File: src/rtl/rv_multicycle_core.sv
// Multi-cycle RV32I/RV64I integer core: FETCH/DECODE/EXEC/WB sequencer, shift-add MUL, write-loadable ROM.
// Faults and ECALL/EBREAK park the core in HALT; run restarts it from RESET_PC while keeping the register file.
module rv_multicycle_core #(
    parameter int XLEN       = 32,
    parameter int IMEM_DEPTH = 32,
    parameter int NUM_REGS   = 32,
    parameter logic [XLEN-1:0] RESET_PC = '0
) (
    input  logic                          clk,
    input  logic                          rst,
    input  logic                          run,
    input  logic                          imem_we,
    input  logic [$clog2(IMEM_DEPTH)-1:0] imem_waddr,
    input  logic [31:0]                   imem_wdata,
    output logic                          busy,
    output logic                          halted,
    output logic                          trap,
    output logic [XLEN-1:0]               pc,
    output logic                          wb_valid,
    output logic [4:0]                    wb_rd,
    output logic [XLEN-1:0]               wb_data,
    output logic [31:0]                   retired
);
    localparam int AW = $clog2(IMEM_DEPTH);
    localparam int SW = $clog2(XLEN);
    localparam int RW = $clog2(NUM_REGS);

    localparam logic [6:0] OP_LUI = 7'b0110111, OP_AUIPC = 7'b0010111, OP_JAL = 7'b1101111;
    localparam logic [6:0] OP_JALR = 7'b1100111, OP_BR = 7'b1100011, OP_IMM = 7'b0010011;
    localparam logic [6:0] OP_REG = 7'b0110011, OP_SYS = 7'b1110011;

    typedef enum logic [2:0] {S_IDLE, S_FETCH, S_DECODE, S_EXEC, S_MUL, S_WB, S_HALT} state_t;
    state_t state, state_nxt;

    logic [31:0]     imem [IMEM_DEPTH];
    logic [XLEN-1:0] regs [NUM_REGS];
    logic [XLEN-1:0] pc_q, npc_q, a, b, imm, wb_data_q;
    logic [XLEN-1:0] mcand, mplier, acc, acc_nxt;
    logic [SW-1:0]   mul_cnt;
    logic [31:0]     ir, retired_q;
    logic [4:0]      wb_rd_q;
    logic            trap_q;

    logic [6:0]  opcode, f7;
    logic [2:0]  f3;
    logic [4:0]  rd_idx, rs1_idx, rs2_idx;
    logic [31:0] imm_dec;
    logic        use_rd, use_rs1, use_rs2, legal, is_sys, is_mul, sh_ok, reg_bad, fault;

    assign opcode  = ir[6:0];
    assign rd_idx  = ir[11:7];
    assign f3      = ir[14:12];
    assign rs1_idx = ir[19:15];
    assign rs2_idx = ir[24:20];
    assign f7      = ir[31:25];
    // For RV32 the shamt field is 5 bits, so ir[25] must be clear as well.
    assign sh_ok = (ir[31:26] == 6'b000000 || (f3 == 3'b101 && ir[31:26] == 6'b010000))
                   && (XLEN == 64 || !ir[25]);

    always_comb begin
        use_rd = 1'b0; use_rs1 = 1'b0; use_rs2 = 1'b0;
        legal = 1'b0; is_sys = 1'b0; is_mul = 1'b0; imm_dec = '0;
        case (opcode)
            OP_LUI, OP_AUIPC: begin use_rd = 1'b1; legal = 1'b1; imm_dec = {ir[31:12], 12'b0}; end
            OP_JAL: begin
                use_rd = 1'b1; legal = 1'b1;
                imm_dec = {{11{ir[31]}}, ir[31], ir[19:12], ir[20], ir[30:21], 1'b0};
            end
            OP_JALR: begin
                use_rd = 1'b1; use_rs1 = 1'b1; legal = (f3 == 3'b000);
                imm_dec = {{20{ir[31]}}, ir[31:20]};
            end
            OP_BR: begin
                use_rs1 = 1'b1; use_rs2 = 1'b1; legal = (f3 != 3'b010 && f3 != 3'b011);
                imm_dec = {{19{ir[31]}}, ir[31], ir[7], ir[30:25], ir[11:8], 1'b0};
            end
            OP_IMM: begin
                use_rd = 1'b1; use_rs1 = 1'b1; imm_dec = {{20{ir[31]}}, ir[31:20]};
                legal = (f3 == 3'b001 || f3 == 3'b101) ? sh_ok : 1'b1;
            end
            OP_REG: begin
                use_rd = 1'b1; use_rs1 = 1'b1; use_rs2 = 1'b1;
                is_mul = (f7 == 7'b0000001 && f3 == 3'b000);
                legal  = (f7 == 7'b0000000) || is_mul ||
                         (f7 == 7'b0100000 && (f3 == 3'b000 || f3 == 3'b101));
            end
            OP_SYS: begin is_sys = 1'b1; legal = 1'b1; end
            default: ;
        endcase
    end

    assign reg_bad = (use_rd  && 32'(rd_idx)  >= NUM_REGS) ||
                     (use_rs1 && 32'(rs1_idx) >= NUM_REGS) ||
                     (use_rs2 && 32'(rs2_idx) >= NUM_REGS);

    logic [XLEN-1:0] op2, alu_res, exec_res, exec_npc, pc4;
    logic [SW-1:0]   shamt;
    logic            take, xfer;

    assign op2   = (opcode == OP_REG) ? b : imm;
    assign shamt = op2[SW-1:0];
    assign pc4   = pc_q + XLEN'(4);

    always_comb begin
        alu_res = '0;
        case (f3)
            3'b000: alu_res = (opcode == OP_REG && ir[30]) ? a - op2 : a + op2;
            3'b001: alu_res = a << shamt;
            3'b010: alu_res = XLEN'($signed(a) < $signed(op2));
            3'b011: alu_res = XLEN'(a < op2);
            3'b100: alu_res = a ^ op2;
            3'b101: alu_res = ir[30] ? XLEN'($signed(a) >>> shamt) : a >> shamt;
            3'b110: alu_res = a | op2;
            default: alu_res = a & op2;
        endcase
        case (f3)
            3'b000: take = (a == b);
            3'b001: take = (a != b);
            3'b100: take = ($signed(a) < $signed(b));
            3'b101: take = ($signed(a) >= $signed(b));
            3'b110: take = (a < b);
            3'b111: take = (a >= b);
            default: take = 1'b0;
        endcase
        exec_res = alu_res; exec_npc = pc4; xfer = 1'b0;
        case (opcode)
            OP_LUI:   exec_res = imm;
            OP_AUIPC: exec_res = pc_q + imm;
            OP_JAL:   begin exec_res = pc4; exec_npc = pc_q + imm; xfer = 1'b1; end
            OP_JALR:  begin exec_res = pc4; exec_npc = (a + imm) & ~XLEN'(1); xfer = 1'b1; end
            OP_BR: begin
                exec_res = '0;
                if (take) begin exec_npc = pc_q + imm; xfer = 1'b1; end
            end
            default: ;
        endcase
    end

    assign fault   = !legal || reg_bad || (xfer && exec_npc[1]);
    assign acc_nxt = acc + (mplier[0] ? mcand : '0);

    always_ff @(posedge clk or posedge rst) begin
        if (rst) state <= S_IDLE;
        else     state <= state_nxt;
    end

    always_comb begin
        state_nxt = state;
        case (state)
            S_IDLE, S_HALT: if (run) state_nxt = S_FETCH;
            S_FETCH:  state_nxt = S_DECODE;
            S_DECODE: state_nxt = S_EXEC;
            S_EXEC: begin
                if (fault || is_sys) state_nxt = S_HALT;
                else if (is_mul)     state_nxt = S_MUL;
                else                 state_nxt = S_WB;
            end
            S_MUL:   if (mul_cnt == SW'(XLEN - 1)) state_nxt = S_WB;
            S_WB:    state_nxt = S_FETCH;
            default: state_nxt = S_IDLE;
        endcase
    end

    // Program memory is deliberately left out of reset so a loaded image survives rst.
    always_ff @(posedge clk) begin
        if (imem_we && (state == S_IDLE || state == S_HALT)) imem[imem_waddr] <= imem_wdata;
    end

    always_ff @(posedge clk or posedge rst) begin
        if (rst) begin
            pc_q <= RESET_PC; npc_q <= '0; a <= '0; b <= '0; imm <= '0; ir <= '0;
            wb_data_q <= '0; wb_rd_q <= '0; trap_q <= 1'b0; retired_q <= '0;
            mcand <= '0; mplier <= '0; acc <= '0; mul_cnt <= '0;
            for (int i = 0; i < NUM_REGS; i++) regs[i] <= '0;
        end else begin
            case (state)
                S_IDLE, S_HALT: if (run) begin
                    pc_q <= RESET_PC; trap_q <= 1'b0; retired_q <= '0;
                end
                S_FETCH: ir <= imem[pc_q[AW+1:2]];
                S_DECODE: begin
                    a   <= regs[rs1_idx[RW-1:0]];
                    b   <= regs[rs2_idx[RW-1:0]];
                    imm <= XLEN'($signed(imm_dec));
                end
                S_EXEC: begin
                    if (fault) trap_q <= 1'b1;
                    else if (!is_sys) begin
                        npc_q   <= exec_npc;
                        wb_rd_q <= use_rd ? rd_idx : 5'd0;
                        if (is_mul) begin
                            acc <= '0; mcand <= a; mplier <= b; mul_cnt <= '0;
                        end else begin
                            wb_data_q <= exec_res;
                        end
                    end
                end
                S_MUL: begin
                    acc     <= acc_nxt;
                    mcand   <= mcand << 1;
                    mplier  <= mplier >> 1;
                    mul_cnt <= mul_cnt + SW'(1);
                    if (mul_cnt == SW'(XLEN - 1)) wb_data_q <= acc_nxt;
                end
                S_WB: begin
                    if (wb_rd_q != 5'd0) regs[wb_rd_q[RW-1:0]] <= wb_data_q;
                    retired_q <= retired_q + 32'd1;
                    pc_q      <= npc_q;
                end
                default: ;
            endcase
        end
    end

    assign busy     = (state != S_IDLE) && (state != S_HALT);
    assign halted   = (state == S_HALT);
    assign trap     = trap_q;
    assign pc       = pc_q;
    assign wb_valid = (state == S_WB);
    assign wb_rd    = wb_rd_q;
    assign wb_data  = wb_data_q;
    assign retired  = retired_q;
endmodule

File: config.mk
export PLATFORM = sky130hd
export DESIGN_NAME = rv_multicycle_core
export DESIGN_NICKNAME = d
export VERILOG_FILES = /design/src/rtl/rv_multicycle_core.sv
export SDC_FILE = /design/constraint.sdc
export NUM_CORES = 2
export LEC_CHECK = 0
export ABC_CLOCK_PERIOD_IN_PS = 56900
export CAP_MARGIN = 10
export CORE_UTILIZATION = 30
export CTS_BUF_LIST = sky130_fd_sc_hd__clkbuf_16
export CTS_CLUSTER_DIAMETER = 40
export DETAILED_ROUTE_END_ITERATION = 8
export SYNTH_ARGS = -nofsm -noshare
export SYNTH_HDL_FRONTEND = slang
export SYNTH_SLANG_ARGS = --single-unit
File: constraint.sdc
create_clock -name clk -period 56.9 [get_ports clk]
set_clock_uncertainty 0.15 [all_clocks]
set_input_delay 17.07 -clock clk [delete_from_list [all_inputs] [get_ports clk]]
set_output_delay 17.07 -clock clk [all_outputs]
set_load 0.05 [all_outputs]
# Yosys cells after proc, flatten, opt, wreduce, memory -nomap -nowiden
# Memories as Yosys holds them, arrays and structs flattened. A register that Yosys moved wholly into a read port is not among the register bits.
# Index checks and enable logic that the tools add are counted.
[word_totals]
mem_bits_rw = 1024
register_bits = 1358
in_bits = 41
word_cells = 216
n_memories = 1
[op_classes]
n_reduce_logical = 42
n_shift = 3
add_sub_neg = 8
n_lt_le_gt_ge = 10
bitwise = 8
eq_ne = 37
mux = 61
[mem_list]
columns = ["name", "depth", "width", "rd", "rd_ports_with_merged_regs", "wr", "line", "rtl"]
rows = [
  ["imem", 32, 32, 1, 1, 1, "35", "logic [31:0] imem [IMEM_DEPTH];"],
]
[op_table]
columns = ["op", "n"]
rows = [
  ["bitwise mux 1024 bit", 1],
  ["2-to-1 mux 32 bit", 24],
  ["case mux 32 bit (2 select lines)", 6],
  ["binary-select mux 32 bit (select 5 bit)", 2],
  ["case mux 32 bit (4 select lines)", 2],
  ["case mux 32 bit (7 select lines)", 1],
  ["demux 32 bit (select 5 bit)", 1],
  ["adder 32 bit", 4],
  ["< comparator 32 bit", 4],
  ["case mux 32 bit (3 select lines)", 1],
  ["greater-or-equal comparator 32 bit", 2],
  ["adder 32 x 1 -> 32 bit, second input constant", 1],
  ["adder 32 x 3 -> 32 bit, second input constant", 1],
  ["AND 32 bit", 1],
  ["equality test 32 bit", 1],
  ["!= test 32 bit", 1],
  ["OR 32 bit", 1],
  ["<< shifter 32 x 5 -> 32 bit", 1],
  [">> shifter 32 x 5 -> 32 bit", 1],
  [">>> shifter 32 x 5 -> 32 bit", 1],
  ["subtractor 32 bit", 1],
  ["XOR 32 bit", 1],
  ["equality test 7 bit, second input constant", 4],
  ["equality test 3 bit, second input constant", 7],
  ["40 further kinds", 99],
]

# Logic depth before layout (Yosys ltp)
[logic_depth]
word_depth = 11
depth_mapped = 22
mapped_depth_nobuf = 17

# Least setup slack after synthesis
# Ideal clock, no wire load.
[synth_timing]
path_kind = "input to register"
startpoint = "input port imem_waddr[1]"
endpoint = "memory imem[28][0] (enable)"
setup_time_ps = 421
path_slack_ps = 37424
arrival_time_ps = 18904
t_required_ps = 56329
stages = 3
path_cell_list = "or2_2 -> buf_1 -> nor2_1"
[synth_rtl]
columns = ["item", "line", "rtl"]
rows = [
  ["from (decl)", "13", "input logic [$clog2(IMEM_DEPTH)-1:0] imem_waddr,"],
  ["to (decl)", "35", ""],
]
# Straight into the memory's write port.

==> results.md <==
- Placed instance count: 13,900
- Clock tree from TritonCTS: built
- Slew @ Worst Pin: 1430 ps
- Unique masters post-synth: 94
- Post-synth ARST share: 57.6%
- Portion of the clock cycle consumed by the worst path in the final layout: 36.4%
- Core area: 410,000 sq um
- Power Dens Cells: 43.1 nW/um^2
- Run status: complete, no violations
- Leakage: 0.0569 uW
- Setup TNS: 0 ps
- Kind of end point of the critical path: asynchronous set/reset pin
- HPWL after detailed placement: 272,000 microns
- Initial standard-cell utilization of the core: 30.2%
- Warnings, synthesis: 0
- Top post-synthesis cells by area: dfrtp_1 (28%), edfxtp_1 (25%), mux4_2 (18%)
- EDFF count, synth: 1,024
- Net count after synthesis: 9,042
- Class of the worst hold path: reg -> reg
- Cell depth of the worst hold path: 0
- Detail-routed net length per standard cell: 29.1 microns
- Cell type with the highest aggregate area in the netlist: dfrtp_1
- Depth of the CTS H-tree: 5
- Worst EP required: 57,630 ps
- Count of final hold-check violations: 0
- Chain of cells forming the critical path: clkdlybuf4s50_1 -> inv_8 -> buf_4 -> buf_4 -> buf_4 -> buf_4
- Register-to-Register Setup Slack: 49,380 ps
- Gate count after technology mapping: 8,771
- Layout cell share with drive strength beyond 1: 32.2%
- Proportion of synthesized chip area in sequential cells: 53.0%
- Vias in the first global route: 84,100
- Worst reg-to-reg path cell count: 18
- Start point of the worst hold path: regs[1008]
- Post-layout instance area: 145,000 sq um
- Flip-flop and latch count after synthesis: 2,414
- Non-Filler Instances: 14,600
- Total of fill cells in the finished design: 38,900
- Layer with the highest usage: met2
- Wire length of the first global-routing pass: 613,000 microns
- Global-route track usage on met3: 3.23%
- Gr usage total: 20.0%
- IO buf count: 145
- Antenna-violating nets left: 0
- Placed cell areas: 132,000 sq um
- Post-synth top area share: 28.1%
- Largest net degree at the start of global routing: 164
- Relative slew slack: 3.16%
- Buf/Inv on CP: 6
- Synthesized cell area: 124,000 sq um
- Resized cells post-CTS: 0
- Width of the die: 644 microns
- Utilization after layout: 35.3%
- Highest fanout seen on the critical path: 93
- Classification of the worst setup path: in -> async
- Via/cell ratio: 5.64
- Wire length reported by the detailed router: 425,000 microns
- Total congestion overflow after global routing: 0
- R2r startpoint: ir[4]
- Number of search-and-repair iterations in the first detailed-routing pass: 7
- Die Area: 415,000 sq um
- Die Height: 644 microns
- DRC violations left: 0
- Number of clock sinks: 2,414
- Syn-to-layout area delta: 16.9%
- Clock buffers created by TritonCTS: 357
- Slowest cell on the critical path: buf_4
- Initial antenna violation count: 17
- Layout Nets: 9,074
- Maximum achievable frequency: 48.3 MHz
- Count of pins on the block boundary: 146
- Global Route met2 Usage: 32.2%
- Registers with the most flip-flops: imem: 1024 flops, regs: 1024 flops
- Worst Path Arrival: 21,440 ps
- Minimum clock period: 20,710 ps
- Worst ir drop on vdd: 0.0000436 V
- Terminus of the critical flop-to-flop path: wb_data[30]
- Hold-critical path endpoint: regs[1008]
- Highest cell delay on the worst timing path: 930 ps
- Number of DRC markers after the initial detailed-route iteration: 8,414
- Area taken by multi-input logic gates: 55,300 sq um
- Buffers inserted by post-CTS timing repair: 0
- Setup repair after global routing missed its margin: false
- Met1 layer usage reported by global route: 25.6%
- Most frequent cell on the critical path: buf_4
- Flip-flop cell with the highest count after synthesis: dfrtp_1
- Placer congestion estimate: 0.983
- Max Root-Sink Buffers: 4
- Synthesized area per cell: 14.1 sq um
- Row Count: 235
- Launching element type of the critical path: primary input
- Final setup violation count: 0
- Final Slew Violations: 0
- Clock input transition at the sequential cells of the worst setup and hold paths: 50 ps
- Dominant delay contributor by cell family on the critical path: buffers and inverters
- Area taken by flip-flops and latches: 65,600 sq um
- Hold Buf Count CTS: 0
- Number of vias after detailed routing: 82,200
- Latest clock arrival within the worst-skew pair: 970 ps
- Clock tree root driver cell: clkbuf_16
- Number of violations of the max-capacitance limit: 0
-- layout by cell type, fill, tap and decap left out, types with 50 or more instances in the layout --
cell / n
dfrtp_1: 1373
edfxtp_1: 1024
mux2_2: 968
mux4_2: 967
nand2_1: 562
o21ai_0: 435
a21oi_1: 422
clkbuf_16: 359
nor2_1: 342
mux2i_1: 255
buf_4: 241
ha_1: 225
inv_1: 189
nand3_1: 145
clkdlybuf4s50_1: 144
a21o_1: 80
xnor2_1: 72
xor2_1: 64
nor3_1: 63
o22ai_1: 62
bufinv_16: 61
a31oi_1: 56
o211ai_1: 55
a211oi_1: 53
and2_1: 50
-- logic make-up (layout without fill, tap and decap cells) --
logic type	after synthesis	after routing	synth area share [%]
flip-flops	2414	2414	53.0
multiplexers	2190	2190	28.5
AO/OA/AOI/OAI	1472	1472	7.32
adder cells (fa/ha/maj)	231	231	2.36
AND/OR/NAND/NOR	1431	1431	5.14
other	0	8	0
buffers and inverters	897	1235	2.78
XOR/XNOR	136	136	0.963
-- cells in the mapped netlist (14+ instances only) --
cell type / instances
inv_1: 163
mux2i_1: 255
nand2b_1: 27
o22ai_1: 62
and2_1: 50
buf_1: 102
o221ai_1: 24
o21bai_1: 32
xnor2_1: 72
clkbuf_1: 581
or3_1: 16
a221oi_1: 19
a211oi_1: 53
dfrtp_1: 1390
a21boi_0: 17
a22oi_1: 14
nand3_1: 145
nor2_1: 390
ha_1: 225
edfxtp_1: 1024
nand2_1: 577
mux2_2: 968
buf_2: 42
nand4_1: 31
a31oi_1: 56
nor3_1: 68
a21o_1: 80
xor2_1: 64
a311oi_1: 16
nor2b_1: 24
o21a_1: 31
o31ai_1: 18
mux4_2: 967
o211ai_1: 55
o21ai_0: 436
nor4_1: 14
and3_1: 37
a21oi_1: 423
-- per-stage QoR --
stage / hold WS, ps / setup WS, ps / power, uW
finish: 240 / 36190 / 6240
global route: 260 / 35630 / 6450
CTS: 244 / 36140 / 6270
detailed placement: 232 / 35140 / 3940
global placement: 226 / 35280 / 3930
floorplan: 291 / 486 / 3210
-- cell type report --
class / instances / area share (%)
well taps: 5451 / 4.72
multi-input cells: 5460 / 38.2
inverters: 167 / 0.439
clock inverters: 306 / 2.57
repair buffers: 403 / 2.50
diodes: 8 / 0.0138
flip-flops and latches: 2414 / 45.3
clock buffers: 359 / 6.21
-- power breakdown --
group	internal [uW]	leakage (uW)	switching, uW
Sequential	1890	0.0284	189
Clock	1450	0.00619	875
Combinational	658	0.0223	1180
Total	3990	0.0569	2240
-- worst register-to-register path, cell delays in order (launching register included) --
cell	delay, ps
dfrtp_1	530
and3b_1	620
a21oi_1	480
nor2_4	170
buf_4	560
inv_2	40
buf_4	340
ha_1	390
a21o_1	200
and4_1	260
nor3_1	500
o21ai_0	460
o211ai_1	480
nand3_1	300
nand4_1	180
a31oi_1	140
xor2_1	260
a31oi_1	120
a41oi_1	1120
-- worst max-delay path by stage --
stage | start | end | cells past startpoint
finish | rst | regs[1007] | 6
global route | rst | regs[1007] | 6
CTS | rst | regs[592] | 6
detailed placement | rst | regs[399] | 6
global placement | rst | regs[431] | 6
floorplan | rst | a[0] | 1
-- per-layer routing --
metal  vias up  part of all wire, %
li1      34100                    -
met2      3586                   47
met1     43500                   40
met4        10                  6.7
met5         -                0.017
met3       951                  6.5
Power figures use the tool's default switching activity.
